`src/rtl/multicycle_sequencer.sv`:
```
// Multi-cycle FETCH/DECODE/EXEC/MEM/WB control sequencer with memory-wait timeout.
// Optional performance counters are enabled by defining SEQ_PERF_CNT_EN.
module multicycle_sequencer #(
  parameter int MEM_TIMEOUT = 16,
  parameter int CNT_W       = 32
) (
  input  logic             clk,
  input  logic             rst,
  input  logic             run,
  output logic             imem_req,
  input  logic             imem_ack,
  output logic             ir_load,
  input  logic             reg_write,
  input  logic             mem_read,
  input  logic             mem_write,
  input  logic             branch,
  input  logic             jump,
  input  logic             alu_zero,
  output logic             dmem_req,
  output logic             dmem_we,
  input  logic             dmem_ack,
  output logic             rf_we,
  output logic [1:0]       wb_sel,
  output logic             pc_write,
  output logic [1:0]       pc_sel,
  output logic             halted,
  output logic [2:0]       state_dbg,
  output logic [CNT_W-1:0] retired_cnt,
  output logic [CNT_W-1:0] stall_cnt
);

  typedef enum logic [2:0] {
    S_IDLE   = 3'd0,
    S_FETCH  = 3'd1,
    S_DECODE = 3'd2,
    S_EXEC   = 3'd3,
    S_MEM    = 3'd4,
    S_WB     = 3'd5,
    S_TRAP   = 3'd6
  } state_t;

  localparam int WAIT_W = (MEM_TIMEOUT > 1) ? $clog2(MEM_TIMEOUT) : 1;
  localparam logic [WAIT_W-1:0] WAIT_LIMIT = WAIT_W'((MEM_TIMEOUT > 0) ? MEM_TIMEOUT - 1 : 0);

  state_t              state_q, state_d;
  logic [WAIT_W-1:0]   wait_q, wait_d;
  logic                timeout_hit;

  // wait_q holds the number of earlier un-acked cycles, so the limit is hit on the MEM_TIMEOUT-th one
  assign timeout_hit = (MEM_TIMEOUT != 0) && (wait_q == WAIT_LIMIT);
  assign state_dbg   = state_q;

  always_ff @(posedge clk) begin
    if (rst) begin
      state_q <= S_IDLE;
      wait_q  <= '0;
    end else begin
      state_q <= state_d;
      wait_q  <= wait_d;
    end
  end

  always_comb begin
    state_d  = state_q;
    wait_d   = '0;
    imem_req = 1'b0;
    ir_load  = 1'b0;
    dmem_req = 1'b0;
    dmem_we  = 1'b0;
    rf_we    = 1'b0;
    wb_sel   = 2'd0;
    pc_write = 1'b0;
    pc_sel   = 2'd0;
    halted   = 1'b0;

    case (state_q)
      S_IDLE: begin
        if (run) state_d = S_FETCH;
      end
      S_FETCH: begin
        imem_req = 1'b1;
        if (imem_ack) begin
          ir_load = 1'b1;
          state_d = S_DECODE;
        end else if (timeout_hit) begin
          state_d = S_TRAP;
        end else begin
          wait_d = wait_q + WAIT_W'(1);
        end
      end
      S_DECODE: begin
        if (!(reg_write || mem_write || branch || jump)) state_d = S_TRAP;
        else                                             state_d = S_EXEC;
      end
      S_EXEC: begin
        if (branch) begin
          pc_write = 1'b1;
          pc_sel   = alu_zero ? 2'd1 : 2'd0;
        end else if (jump) begin
          state_d = S_WB;
        end else if (mem_read || mem_write) begin
          state_d = S_MEM;
        end else begin
          state_d = S_WB;
        end
      end
      S_MEM: begin
        dmem_req = 1'b1;
        dmem_we  = mem_write;
        if (dmem_ack) begin
          if (mem_write) pc_write = 1'b1;
          else           state_d  = S_WB;
        end else if (timeout_hit) begin
          state_d = S_TRAP;
        end else begin
          wait_d = wait_q + WAIT_W'(1);
        end
      end
      S_WB: begin
        rf_we    = 1'b1;
        pc_write = 1'b1;
        if (jump) begin
          wb_sel = 2'd2;
          pc_sel = 2'd2;
        end else if (mem_read) begin
          wb_sel = 2'd1;
        end
      end
      S_TRAP: begin
        halted = 1'b1;
      end
      default: state_d = S_IDLE;
    endcase

    // pc_write marks exactly the retiring cycle
    if (pc_write) state_d = run ? S_FETCH : S_IDLE;
  end

`ifdef SEQ_PERF_CNT_EN
  logic [CNT_W-1:0] retired_q, retired_d;
  logic [CNT_W-1:0] stall_q, stall_d;
  logic             stall_evt;

  assign stall_evt = ((state_q == S_FETCH) && !imem_ack) || ((state_q == S_MEM) && !dmem_ack);

  always_comb begin
    retired_d = retired_q;
    stall_d   = stall_q;
    if (pc_write)  retired_d = retired_q + CNT_W'(1);
    if (stall_evt) stall_d   = stall_q + CNT_W'(1);
  end

  always_ff @(posedge clk) begin
    if (rst) begin
      retired_q <= '0;
      stall_q   <= '0;
    end else begin
      retired_q <= retired_d;
      stall_q   <= stall_d;
    end
  end

  assign retired_cnt = retired_q;
  assign stall_cnt   = stall_q;
`else
  assign retired_cnt = '0;
  assign stall_cnt   = '0;
`endif

endmodule

```
`config.mk`:
```
export PLATFORM = sky130hd
export DESIGN_NAME = multicycle_sequencer
export DESIGN_NICKNAME = d
export VERILOG_FILES = /design/src/rtl/multicycle_sequencer.sv
export SDC_FILE = /design/constraint.sdc
export NUM_CORES = 1
export LEC_CHECK = 0
export CAP_MARGIN = 20
export CORE_MARGIN = 2
export CORE_UTILIZATION = 35
export DETAILED_ROUTE_END_ITERATION = 7
export PLACE_DENSITY_LB_ADDON = 0.05
export SETUP_SLACK_MARGIN = 0.4
export SYNTH_ARGS = -nofsm -noshare
export SYNTH_HDL_FRONTEND = slang
export SYNTH_SLANG_ARGS = --single-unit
```
`constraint.sdc`:
```
create_clock -name clk -period 3.9 [get_ports clk]
set_input_delay 0.585 -clock clk [delete_from_list [all_inputs] [get_ports clk]]
set_output_delay 0.585 -clock clk [all_outputs]
set_load 0.05 [all_outputs]
```
## After elaboration in Yosys (flattened, before gate mapping)

Index checks and enable logic that the tools add are counted.

- Bits in registers: 7

- Add/sub/neg operators: 1
- Equality and inequality tests: 11
- Multiplexer cells: 34
- Reduce and logical (&&, ||, !) cells: 7

Operators with widths:

| kind | number |
|---|---|
| 2-to-1 mux 3 bit | 8 |
| one-hot mux 3 bit (6 select lines) | 1 |
| 2-to-1 mux 1 bit | 16 |
| 2-to-1 mux 4 bit | 3 |
| == test 3 bit (second input constant) | 3 |
| one-hot mux 4 bit (2 select lines) | 1 |
| == test 3 x 2 -> 1 bit (second input constant) | 2 |
| 2-to-1 mux 2 bit | 3 |
| != test 3 bit (second input constant) | 2 |
| adder 4 x 1 -> 4 bit (second input constant) | 1 |
| == test 4 bit (second input constant) | 1 |
| logical OR 1 bit | 4 |
| != test 4 bit (second input constant) | 1 |
| one-hot mux 2 bit (2 select lines) | 1 |
| AND reduction 4 bit | 1 |
| == test 3 x 1 -> 1 bit (second input constant) | 1 |
| logical NOT 3 bit | 1 |
| one-hot mux 1 bit (3 select lines) | 1 |
| != test 2 x 1 -> 1 bit (second input constant) | 1 |
| OR reduction 2 bit | 1 |

## Longest topological paths before layout

- Depth in word-level cells: 6
- Depth in mapped cells: 5
- Mapped depth without buffers: 5

## Worst setup path before layout

OpenSTA, ideal clock, no wires.

- Path type: register -> output
- Start point: register state_q[0] (netlist: state_dbg[0])
- End point: output port wb_sel[0]
- Arrival time: 2789 ps
- Required time: 3315 ps
- Slack: 526 ps
- Cell stages (with the launch flop): 5
- Path buffers: 1
- Path through: dfxtp_1 -> buf_4 -> inv_1 -> nor3_1 -> and3b_1

- Cells in the longest elaborated chain, start to end: 2

RTL lines:

| item | line | source |
|---|---|---|
| start, declared | 45 | `state_t state_q, state_d;` |
| start signal, assigned | 58 | `state_q <= state_d;` |
| == test 3 bit | 76 | `case (state_q)` |
| 2-to-1 mux 2 bit | 76 |  |
| end, declared | 23 | `output logic [1:0] wb_sel,` |

Every way passes these cells.

## Final worst setup path

Same ends and word-level chain as after synthesis.

==> flow_metrics.py <==
metrics = {
    "clock_network": {
        "clock_path_buffers": 2,
        "cts_max_level": 1,
        "cts.clk_slew.worst_paths_ns": 0.06,
        "clock_latency_ns": 0.26,
        "post_cts_buffers": 0,
        "tritoncts": "built",
        "cts.sinks": 7,
        "postCtsResizedCells": 0,
        "cts_inserted_buffers": 3,
        "hold_buffers": 0,
        "cts_root_buf": "clkbuf_4",
    },
    "route": {
        "dr_wl_met2_um": 944,
        "wl_met1_um": 798,
        "post_drt_wl_per_cell_um": 10.05,
        "met3WireLength_um": 187,
        "drc": 5,
        "routed_wl_mm": 1.930,
        "vias_per_cell": 4.078,
        "dr.pass1.iters": 8,
        "routed.top_layer": "met3",
        "drtIter0Drc": 30,
        "ant_nets": 0,
        "detailroute.via_count": 783,
    },
    "global_routing": {
        "grt_pass1_vias": 694,
        "grt_usage_pct": 10.78,
        "grt_pass1_wl_mm": 2.925,
        "antenna_found_initial": 0,
        "overflow": 0,
        "grt_max_degree": 23,
    },
    "timing": {
        "final_hold_viol_count": 0,
        "clock-skew-final_ns": 0.003297,
        "tns_ns": 0,
        "fmax_mhz": 335.4,
        "max_slew_margin_pct": 51.60,
        "fin_crit_sh_pct": 76.45,
        "period_needed_ns": 2.982,
        "worstMarginPinSlew_ns": 0.7250,
        "hold_slack_ns": 0.4908,
        "final_max_slew_viol_count": 0,
        "rsz0062_at_grt": "no",
        "setup_viol": 0,
    },
    "synthesis": {
        "yosys.area.top_type": "buf_4",
        "ys_async_sr_fraction_pct": 0,
        "synth.distinct_cells": 32,
        "ys.flop_type": "dfxtp_1",
        "syn_inst": 138,
        "synthAdderAreaFrac_pct": 1.199,
        "synth.area.top_cells": "buf_4 (47%), dfxtp_1 (13%), nor2_1 (4.0%)",
        "syn_avg_cell_area_sq_um": 7.562,
        "synth_top_family_by_area": "buffers and inverters",
        "synth_edf_count": 0,
        "ys_warn_count": 0,
        "netlist_area_sq_mm": 0.001044,
        "seq_area_frac_synth_pct": 13.43,
        "synth_top_area_share_pct": 46.76,
        "yosys.area_share.simple_pct": 21.22,
        "synth-xor-area-share_pct": 0.8393,
        "yosys_register_bits": 7,
        "muxShareOfSynthArea_pct": 0,
        "synth_compound_area_share_pct": 12.35,
    },
    "layout": {
        "drive_gt1_share_pct": 4.969,
        "final_cell_mix": "conb_1 (64), clkdlybuf4s50_1 (24), nor2_1 (11), dfxtp_1 (7)",
        "multi_input_area_sq_um": 611.8,
        "mostFrequentLayoutCell": "conb_1",
        "fin_cells": 192,
        "nNetsFinal": 174,
        "antenna_cells": 0,
        "seq_area_sq_um": 140.1,
        "fillCellCount": 306,
        "syn_to_final_growth_pct": 3.117,
    },
    "run": {
        "drv_cap": 0,
    },
    "placed_design": {
        "dp_hpwl_mm": 1.547,
        "portBuffers": 24,
        "routabilityCongestion": 0.8259,
        "dp.cells": 188,
    },
    "die": {
        "dieArea_sq_mm": 0.003434,
        "die_w_um": 58.60,
        "design.core.area_sq_mm": 0.002805,
        "start_util_pct": 37.20,
        "fp.dieH_um": 58.60,
        "ios": 89,
        "fp-row-count": 19,
    },
    "worst_setup_path": {
        "end_kind": "primary output",
        "path_max_fanout": 12,
        "path_class": "register to primary output",
        "worstPathRequired_ns": 3.31,
        "worstSetupStartpointType": "register",
        "cp.arrival_ns": 2.40,
    },
    "pwr": {
        "leakage_nw": 0.5270,
        "ir_worst_vdd_mv": 0.09655,
        "powerDensity_mw_per_mm2": 365.7,
    },
    "min_path": {
        "hp-class": "register to register",
    },
    "outcome": {
        "violations": "design-rule violations",
        "status": "complete, but fails checks",
    },
}
## path summary, 6_finish.rpt
check	startpoint	to	slack [ns]	cells after the start
setup / recovery	state_dbg[0]	wb_sel[0]	0.92	4
hold / removal	wait_q[0]	wait_q[0]	0.49	1
setup reg to reg	state_dbg[1]	state_dbg[0]	2.25	4
hold reg to reg	wait_q[0]	wait_q[0]	0.49	1
## synthesized netlist by cell type (2+ instances only)
| master | instances |
|---|---|
| nor2_1 | 11 |
| inv_1 | 5 |
| and3_1 | 6 |
| nor2b_1 | 2 |
| nand4b_1 | 2 |
| a21oi_1 | 6 |
| nand3_1 | 2 |
| nand2_1 | 4 |
| buf_2 | 2 |
| buf_4 | 65 |
| o21ai_0 | 2 |
| o2bb2ai_1 | 2 |
| dfxtp_1 | 7 |
| nor3_1 | 4 |
## state kept, by name, summed over array words and instances, names as in the netlist
register	flops
state_dbg	3
wait_q	4
## metrics by stage
| step | cell area [sq um] | utilization, % | total power [mW] | setup slack [ns] |
|---|---|---|---|---|
| 2_1_floorplan | 1280 | - | 0.3417 | 0.5258 |
| 3_3_place_gp | 1050 | 37.42 | 0.3261 | 0.9864 |
| 3_5_place_dp | 1050 | 37.42 | 0.3248 | 0.9709 |
| 4_1_cts | 1076 | 38.36 | 0.3942 | 0.9068 |
| 5_1_grt | 1076 | 38.36 | 0.4134 | 0.7521 |
| 6_report | 1076 | 38.36 | 0.3935 | 0.9183 |
## logic make-up (layout without fill, tap and decap cells)
group / after synthesis / count (layout)
other: 1 / 64
flip-flops: 7 / 7
AO/OA/AOI/OAI: 17 / 17
XOR/XNOR: 1 / 1
adder cells (fa/ha/maj): 1 / 1
buffers and inverters: 73 / 33
AND/OR/NAND/NOR: 38 / 38
## layer usage
layer / GRT usage (%) / vias up
met5: 0 / -
met4: 0.9740 / 0
met3: 4.396 / 0
met2: 18.94 / 49
met1: 12.80 / 354
li1: - / 380
## final cells by class
class / count / area share, %
multi-input combinational: 121 / 56.86
timing repair buffer: 24 / 22.33
sequential: 7 / 13.02
tap: 31 / 3.605
clock buffer: 4 / 2.442
inverter: 5 / 1.744
## power breakdown
part / total, mW / internal, mW / switching, mW
combinational: 0.231 / 0.0400 / 0.191
clock: 0.0686 / 0.0392 / 0.0294
sequential: 0.0938 / 0.0760 / 0.0178
total: 0.394 / 0.155 / 0.238
## worst max-delay path: stages (launching register included)
cell             delay (ns)
dfxtp_1                0.63
inv_1                  0.22
nor3_1                 0.29
and3b_1                0.20
clkdlybuf4s50_1        0.79
(Power assumes the default switching activity.)
